**src/rtl/fp_add_arbiter.sv**
```systemverilog
// Two-requester round-robin front end for a shared multi-cycle FP adder.
// Operations with a zero operand bypass the adder; results wait in RESP for the consumer.
module fp_add_arbiter #(
    parameter int unsigned ADD_LAT = 3,
    parameter logic [5:0]  ADDF    = 6'b010111
) (
    input  logic        clk,
    input  logic        reset,
    input  logic        req0_valid,
    input  logic        req1_valid,
    output logic        req0_ready,
    output logic        req1_ready,
    input  logic [31:0] req0_a,
    input  logic [31:0] req0_b,
    input  logic [31:0] req1_a,
    input  logic [31:0] req1_b,
    output logic [31:0] fpa_number1,
    output logic [31:0] fpa_number2,
    output logic [5:0]  fpa_opcode,
    input  logic [31:0] fpa_sum,
    output logic        rsp_valid,
    input  logic        rsp_ready,
    output logic        rsp_id,
    output logic [31:0] rsp_data,
    output logic        busy
);

    typedef enum logic [1:0] {IDLE, WAIT, RESP} state_t;

    localparam logic [3:0] LAT = 4'(ADD_LAT);

    state_t      state_q, state_d;
    logic [3:0]  cnt_q, cnt_d;
    logic        last_grant_q, last_grant_d;
    logic [31:0] op_a_q, op_a_d;
    logic [31:0] op_b_q, op_b_d;
    logic [31:0] rsp_data_q, rsp_data_d;
    logic        rsp_id_q, rsp_id_d;

    logic        in_idle;
    logic        handshake;
    logic        gnt_id;
    logic [31:0] sel_a;
    logic [31:0] sel_b;

    // Grant is gated by reset so ready drops immediately even though IDLE is the reset state.
    assign in_idle    = (state_q == IDLE) && !reset;
    assign req0_ready = in_idle && req0_valid && (!req1_valid || last_grant_q);
    assign req1_ready = in_idle && req1_valid && (!req0_valid || !last_grant_q);

    assign handshake = (req0_valid && req0_ready) || (req1_valid && req1_ready);
    assign gnt_id    = req1_ready;
    assign sel_a     = gnt_id ? req1_a : req0_a;
    assign sel_b     = gnt_id ? req1_b : req0_b;

    assign fpa_number1 = (state_q == WAIT) ? op_a_q : '0;
    assign fpa_number2 = (state_q == WAIT) ? op_b_q : '0;
    assign fpa_opcode  = (state_q == WAIT) ? ADDF : '0;
    assign rsp_valid   = (state_q == RESP);
    assign busy        = (state_q != IDLE);
    assign rsp_data    = rsp_data_q;
    assign rsp_id      = rsp_id_q;

    always_comb begin
        state_d      = state_q;
        cnt_d        = cnt_q;
        last_grant_d = last_grant_q;
        op_a_d       = op_a_q;
        op_b_d       = op_b_q;
        rsp_data_d   = rsp_data_q;
        rsp_id_d     = rsp_id_q;
        case (state_q)
            IDLE: begin
                if (handshake) begin
                    last_grant_d = gnt_id;
                    rsp_id_d     = gnt_id;
                    op_a_d       = sel_a;
                    op_b_d       = sel_b;
                    // Signed zeros count as zero; when both are zero the A operand is returned.
                    if (sel_a[30:0] == '0 || sel_b[30:0] == '0) begin
                        rsp_data_d = (sel_b[30:0] == '0) ? sel_a : sel_b;
                        state_d    = RESP;
                    end else begin
                        cnt_d   = 4'd1;
                        state_d = WAIT;
                    end
                end
            end
            WAIT: begin
                cnt_d = cnt_q + 4'd1;
                if (cnt_q == LAT) begin
                    rsp_data_d = fpa_sum;
                    cnt_d      = '0;
                    state_d    = RESP;
                end
            end
            RESP: begin
                if (rsp_ready) begin
                    state_d = IDLE;
                end
            end
            default: state_d = IDLE;
        endcase
    end

    always_ff @(posedge clk or posedge reset) begin
        if (reset) begin
            state_q      <= IDLE;
            cnt_q        <= '0;
            last_grant_q <= 1'b1;
            op_a_q       <= '0;
            op_b_q       <= '0;
            rsp_data_q   <= '0;
            rsp_id_q     <= 1'b0;
        end else begin
            state_q      <= state_d;
            cnt_q        <= cnt_d;
            last_grant_q <= last_grant_d;
            op_a_q       <= op_a_d;
            op_b_q       <= op_b_d;
            rsp_data_q   <= rsp_data_d;
            rsp_id_q     <= rsp_id_d;
        end
    end

endmodule

```
**config.mk**
```make
export PLATFORM = sky130hd
export DESIGN_NAME = fp_add_arbiter
export DESIGN_NICKNAME = d
export VERILOG_FILES = /design/src/rtl/fp_add_arbiter.sv
export SDC_FILE = /design/constraint.sdc
export NUM_CORES = 1
export LEC_CHECK = 0
export CORE_AREA = 5 5 140 142
export CTS_BUF_LIST = sky130_fd_sc_hd__clkbuf_16
export CTS_CLUSTER_DIAMETER = 120
export DETAILED_ROUTE_END_ITERATION = 10
export DIE_AREA = 0 0 145 147
export PLACE_DENSITY = 0.75
export SETUP_SLACK_MARGIN = 0.1
export SYNTH_ARGS = -nofsm -noshare
export SYNTH_HDL_FRONTEND = slang
export SYNTH_SLANG_ARGS = --single-unit
```
**constraint.sdc**
```tcl
create_clock -name clk -period 3.6 [get_ports clk]
set_input_delay 0.72 -clock clk [delete_from_list [all_inputs] [get_ports clk]]
set_output_delay 0.72 -clock clk [all_outputs]
set_load 0.1 [all_outputs]
```
## Yosys cells after proc, flatten, opt, wreduce, memory -nomap -nowiden

Index checks and enable logic that the tools add are counted.

- $add $sub $neg: 1
- Equality and inequality tests: 8
- Muxes and demuxes: 19
- Reductions and logical operators: 24

Operator list:

| cell | number |
|---|---|
| 32-bit 2-to-1 mux | 8 |
| 32-bit one-hot mux with 2 select lines | 1 |
| 31-bit zero test | 2 |
| 4-bit 2-to-1 mux | 3 |
| 2-bit 2-to-1 mux | 4 |
| 4-bit one-hot mux with 2 select lines | 1 |
| 1-bit logical AND | 7 |
| 2-bit by 1-bit != test with 1-bit output (second input constant) | 3 |
| 2-bit one-hot mux with 3 select lines | 1 |
| 3-bit AND reduction | 2 |
| 5-bit 2-to-1 mux | 1 |
| 4-bit by 1-bit adder with 4-bit output (second input constant) | 1 |
| 4-bit by 2-bit equality test with 1-bit output (second input constant) | 1 |
| 1-bit zero test | 4 |
| 1-bit logical OR | 4 |
| 2-bit != test (second input constant) | 2 |
| 4-bit AND reduction | 1 |
| 2-bit nonzero test | 2 |
| 2-bit by 1-bit equality test with 1-bit output (second input constant) | 1 |
| 2-bit equality test (second input constant) | 1 |
| 2-bit zero test | 1 |
| 2-bit AND reduction | 1 |

- Flip-flop bits (word level): 104
- Input port bits: 165
- Output and inout port bits: 107

## Longest topological paths before layout

Gate-level depths: netlist of run 1.

- Depth in word-level cells: 10
- Mapped depth: 9
- Gate-level depth less buffers: 8

## Least setup slack after synthesis of run 1

No wires, ideal clock.

- Path type: flip-flop to output port
- Start: register state_q[1]
- End: output port fpa_number2[24]
- Arrival: 2866 ps
- Path slack: 14 ps
- Stages on the path, launching flop included: 6
- Buffers on the path: 2
- Path through: dfrtp_1 > nand2b_1 > inv_1 > clkbuf_1 > clkbuf_1 > and2_1

- Word-level cells in the longest chain between the ends: 2

RTL lines:

| element | RTL line | text |
|---|---|---|
| start: declaration | 32 | `state_t state_q, state_d;` |
| start signal: assignment | 116 | `state_q <= state_d;` |
| 2-bit by 1-bit equality test with 1-bit output | 57 | `assign fpa_number2 = (state_q == WAIT) ? op_b_q : '0;` |
| 32-bit 2-to-1 mux | 57 |  |
| end: declaration | 18 | `output logic [31:0] fpa_number2,` |

No other way between the ends.

## Final worst setup path of run 1

- Start: input port req0_b[0]
- End: register rsp_data_q[15] (netlist: rsp_data[15])

- Word-level cells in the longest chain between the ends: 6

RTL lines:

| element | RTL line | text |
|---|---|---|
| start: declaration | 14 | `input logic [31:0] req0_b,` |
| 32-bit 2-to-1 mux * | 54 | `assign sel_b = gnt_id ? req1_b : req0_b;` |
| 31-bit zero test * | 80, 81 |  |
| 32-bit 2-to-1 mux | 81 | `rsp_data_d = (sel_b[30:0] == '0) ? sel_a : sel_b;` |
| 32-bit 2-to-1 mux | 80 | `if (sel_a[30:0] == '0 \|\| sel_b[30:0] == '0) begin` |
| 32-bit 2-to-1 mux | 74 | `if (handshake) begin` |
| 32-bit one-hot mux with 2 select lines | 72 | `case (state_q)` |
| end signal: assignment | 121 | `rsp_data_q <= rsp_data_d;` |
| end: declaration | 37 | `logic [31:0] rsp_data_q, rsp_data_d;` |

Mark *: on every way between the ends. The rest lies on a longest branch, timed or not. The select of a mux whose other input is x is not followed.
A chain may end at the register's enable or synchronous reset.

==> results of run 1 <==
[metrics by stage]
step                TNS [ns]  area (µm²)  std cells  hold WS, ns   util
floorplan                  0        6260        747        0.444      -
global placement      -0.495        9060       1213        0.455  0.495
detailed placement     -1.15        9060       1213        0.467  0.495
CTS                        0        9370       1229        0.472  0.511
global route               0        9370       1229        0.489  0.511
finish                     0        9370       1229        0.473  0.511
[area by class of cell]
type	count	area, µm²	share of cell area
multi-input cells	573	3320	0.354
repair buffers	292	2810	0.300
flip-flops and latches	104	2600	0.278
clock buffers	9	225	0.0240
well taps	234	293	0.0312
clock inverters	7	80.1	0.00855
inverters	10	42.5	0.00454
[layout by cell type, fill, tap and decap left out, drive strengths merged, types with 31 or more instances in the layout]
master / netlist / routed
clkdlybuf4s50: 0 / 196
nand2: 173 / 173
dfrtp: 103 / 103
buf: 21 / 96
nor2: 71 / 71
a31oi: 65 / 65
and2: 64 / 64
o31ai: 32 / 32
mux2: 32 / 32
a211oi: 31 / 31
a21boi: 31 / 31
[cell usage after synthesis (6+ instances only)]
master    instances
dfrtp_1         103
nand4_1           6
nor2_1           71
buf_6             7
inv_1             9
buf_4             8
mux2_1           30
a21boi_1         21
a31oi_1          65
clkbuf_1         39
a211oi_1         31
nor4_1           24
and2_1           64
nand2_1         172
o31ai_1          32
a21boi_0         10
[registers in the layout, summed over array words and instances (netlist names)]
| register | count |
|---|---|
| state_q | 2 |
| op_a_q | 32 |
| rsp_id | 1 |
| rsp_data | 32 |
| cnt_q | 4 |
| op_b_q | 32 |
| last_grant_q | 1 |
[cells by family (layout without fill, tap and decap cells)]
family / after synthesis / in the layout
compound gates: 179 / 179
fa+ha+maj: 1 / 1
buf+inv: 70 / 318
flops: 104 / 104
mux: 33 / 33
other cells: 1 / 2
simple gates: 358 / 358
[critical path: stages]
cell and delay [ns]:
clkdlybuf4s50_1 0.46, nor4_1 0.55, nand4_1 0.33, nor3_4 0.32, o21ai_2 0.10, o21ai_2 0.10, nand2_4 0.34, mux2_1 0.45
[per-layer routing]
metal  up-vias  part of all wire  GRT usage
met5         -                 0          0
met1      3234              0.43      0.316
met2       357              0.47      0.378
met3        30             0.082     0.0580
li1       3115                 -          -
met4         0             0.020     0.0678
[path summary, 6_finish.rpt]
kind,startpoint,end,slack (ns),cells after the start
setup / recovery,req0_b[0],rsp_data[15],0.43,8
hold / removal,last_grant_q,last_grant_q,0.47,2
setup reg to reg,state_q[0],rsp_data[15],0.98,7
hold reg to reg,last_grant_q,last_grant_q,0.47,2
max in group asynchronous,reset,rsp_data[18],2.06,3
min in group asynchronous,reset,rsp_id,0.71,2
==> reports/metrics.yaml, run 1 <==
run_status:
  status: "completed"
critical_path:
  crit_path_end_kind: "flop"
  crit_arrival_ns: 3.40
  cp-start-kind: "primary input"
  crit_type: "primary input to flop"
  cp_max_fo: 32
  cp.required_ns: 3.83
placed_design:
  pre_cts_slack_ns: -0.0539
  post-dp-hpwl_mm: 19.3
  io_buffer_count: 269
  globalplace.congestion: 0.903
synth:
  synth_edf_count: 0
  synthSimpleGateAreaFrac: 0.265
  yosysTopAreaCell: "dfrtp_1"
  ys_types: 43
  synth_area_leaders: "dfrtp_1, nand2_1, a31oi_1, and2_1, mux2_1"
  synthArstFlopShare: 1.00
  synthFlopType: "dfrtp_1"
  syn_inst: 746
  yosysWarnings: 0
  ys_seq_area_frac: 0.417
  avgSynthCellArea_um2: 8.38
  synthAdderAreaFrac: 0.00200
  yosys.area_share.xor_xnor: 0
  syn_area_um2: 6250
  synth.area.mux_share: 0.0598
  synth-seq-cells: 104
  synth_top_family_by_area: "simple AND/OR/NAND/NOR gates"
  synth_top_cell_area_share: 0.412
  synth_compound_gate_area_share: 0.200
timing:
  rsz0062_at_grt: "false"
  timing.slew.headroom: 0.316
  period_needed_ns: 3.17
  hold_viol_final: 0
  max_freq_mhz: 316
  slew_viol_final: 0
  worst_pin_slew_ns: 1.02
  setup_viol: 0
  skew_ns: 0.0102
  finalCritPeriodShare: 0.879
  fin_ws_ns: 0.435
final_layout:
  fin_nets: 1156
  synthToLayoutAreaGrowth_pct: 49.9
  antennaDiodeCount: 0
  drive_gt1_frac: 0.131
  fillCellCount: 1726
route:
  vias: 6736
  drc: 0
  drt_iter0_markers: 752
  drt_pass1_iterations: 6
  wl_per_cell_um: 21.1
  wl_mm: 25.9
  antenna_left: 0
  vias_per_cell: 5.48
worst_hold_path:
  hold_path_class: "flop to flop"
cts:
  cts_tree: "built"
  clk_pin_slew_ns: 0.07
  cts_sinks: 104
  post_cts_buffers: 0
  insertion_delay_ns: 0.35
  ctsHoldBuffers: 0
  cts_root_buf: "clkbuf_16"
  htreeDepth: 3
  cts_made_buffers: 9
  clk_path_buf_depth: 2
  cts_resized: 0
floorplanning:
  die_w_um: 145
  dieArea_um2: 21300
  start_util: 0.341
  num_rows: 50
  ios: 272
  coreArea_um2: 18300
  die_h_um: 147
global_route:
  grt_pass1_wl_mm: 40.0
  grt_antenna_before_repair: 0
  grt_overflow: 0
  grt_max_degree: 75
  grt_pass1_vias: 6851
  grt_usage: 0.235
job:
  drv_cap: 0
Power of run 1 is not shown: default switching activity piles up to over one toggle a cycle in this logic, so the estimate is an artifact.
==> run 2: changes to the inputs <==
Settings changed: CORE_AREA 5 5 140 142 to 2 2 137 139, DIE_AREA 0 0 145 147 to 0 0 139 141.
==> reports/metrics.yaml, run 2 (same netlist as run 1, synthesis figures left out) <==
run_status:
  status: "completed"  # unchanged
timing:
  fin_ws_ns: 0.551  # was 0.435 ns
  finalCritPeriodShare: 0.847  # was 0.879
  hold_viol_final: 0  # unchanged
  setup_tns_ns: 0  # unchanged
  slew_viol_final: 0  # unchanged
  max_freq_mhz: 328  # was 316 MHz
  worst_pin_slew_ns: 1.02  # about the same
  timing.slew.headroom: 0.317  # was 0.316
  period_needed_ns: 3.05  # was 3.17 ns
  setup_viol: 0  # unchanged
  skew_ns: 0.00957  # was 0.0102 ns
  rsz0062_at_grt: "false"  # unchanged
placed_design:
  globalplace.congestion: 0.913  # was 0.903
  pre_cts_slack_ns: 0.232  # was -0.0539 ns
  io_buffer_count: 269  # unchanged
  post-dp-hpwl_mm: 18.3  # was 19.3 mm
  placed_cell_area_um2: 9020  # was 9060 µm²
  post-place-cells: 1214  # was 1213
final_layout:
  antennaDiodeCount: 0  # unchanged
  stdcell_area_um2: 9330  # was 9370 µm²
  seqCellArea_um2: 2600  # unchanged
  synthToLayoutAreaGrowth_pct: 49.3  # was 49.9%
  fillCellCount: 1726  # unchanged
  instances_no_fill: 1230  # was 1229
  fin_nets: 1157  # was 1156
  final_common_cell: "clkdlybuf4s50_1"  # unchanged
  multiInputGateArea_um2: 3320  # unchanged
  layout_common_cells: "clkdlybuf4s50_1, nand2_1, dfrtp_1"  # unchanged
  drive_gt1_frac: 0.132  # was 0.131
worst_hold_path:
  worstHoldPathCells: 2  # unchanged
  hold_path_class: "flop to flop"  # unchanged
route:
  wl_mm: 24.8  # was 25.9 mm
  vias_per_cell: 5.58  # was 5.48
  drt_pass1_iterations: 5  # was 6
  drt_iter0_markers: 462  # was 752
  vias: 6869  # was 6736
  drc: 0  # unchanged
  wl_per_cell_um: 20.1  # was 21.1 µm
  antenna_left: 0  # unchanged
floorplanning:
  start_util: 0.342  # was 0.341
  dieArea_um2: 19600  # was 21300 µm²
  die_h_um: 141  # was 147 µm
  ios: 272  # unchanged
  die_w_um: 139  # was 145 µm
  num_rows: 50  # unchanged
  coreArea_um2: 18300  # about the same
global_route:
  grt_max_degree: 89  # was 75
  grt_pass1_vias: 6714  # was 6851
  grt_overflow: 0  # unchanged
  grt_antenna_before_repair: 0  # unchanged
  grt_pass1_wl_mm: 38.3  # was 40.0 mm
  grt_usage: 0.248  # was 0.235
cts:
  clk_path_buf_depth: 2  # unchanged
  cts_made_buffers: 9  # unchanged
  htreeDepth: 3  # unchanged
  cts_resized: 0  # unchanged
  cts_sinks: 104  # unchanged
  ctsHoldBuffers: 0  # unchanged
  cts_root_buf: "clkbuf_16"  # unchanged
  clk_pin_slew_ns: 0.07  # about the same
  cts_tree: "built"  # unchanged
  post_cts_buffers: 0  # unchanged
  insertion_delay_ns: 0.35  # about the same
critical_path:
  cp_max_fo: 32  # unchanged
  crit_path_end_kind: "flop"  # unchanged
  crit_type: "primary input to flop"  # unchanged
  crit_arrival_ns: 3.28  # was 3.40 ns
  cp-start-kind: "primary input"  # unchanged
  reg2reg_depth: 7  # unchanged
  cp.required_ns: 3.83  # about the same
job:
  drv_cap: 0  # unchanged
[run 2: cell types whose count changed in the layout (fill, tap and decap cells not counted), sizes merged]
| cell | before | now |
|---|---|---|
| bufinv | 1 | 2 |
| clkinv | 5 | 4 |
| clkdlybuf4s50 | 196 | 194 |
| buf | 96 | 99 |
[run 2: worst max-delay path, stage by stage]
cell and delay, ns:
clkdlybuf4s50_1 0.44, nor4_1 0.45, buf_4 0.20, nand4_1 0.21
nor3_4 0.30, o21ai_2 0.09, o21ai_2 0.10, nand2_4 0.33
mux2_1 0.43
[run 2: path summary, 6_finish.rpt]
path | start | endpoint | slack, ns
max | req1_b[0] | rsp_data[19] | 0.55
min | last_grant_q | last_grant_q | 0.47
max reg2reg | state_q[0] | rsp_data[30] | 1.09
min reg2reg | last_grant_q | last_grant_q | 0.47
max in group asynchronous | reset | last_grant_q | 1.97
min in group asynchronous | reset | rsp_data[2] | 0.86
[run 2: routing by layer]
layer  wire (µm)  up-vias  global-route usage
met5           0        -                   0
met4         681        0              0.0797
met3        1920       51              0.0516
met2       11800      376               0.402
met1       10400     3329               0.334
li1            -     3113                   -
[run 2: layout make-up]
cell class / instances / share of cell area
flip-flops and latches: 104 / 0.279
clock buffers: 9 / 0.0241
repair buffers: 293 / 0.296
multi-input cells: 573 / 0.356
inverters: 10 / 0.00456
well taps: 234 / 0.0314
clock inverters: 7 / 0.00939
[run 2: per-stage QoR]
stage	hold slack, ns	utilization
6_report	0.469	0.511
5_1_grt	0.490	0.511
4_1_cts	0.468	0.511
3_5_place_dp	0.457	0.494
3_3_place_gp	0.455	0.494
2_1_floorplan	0.444	-
Power of run 2 is left out for the same reason.
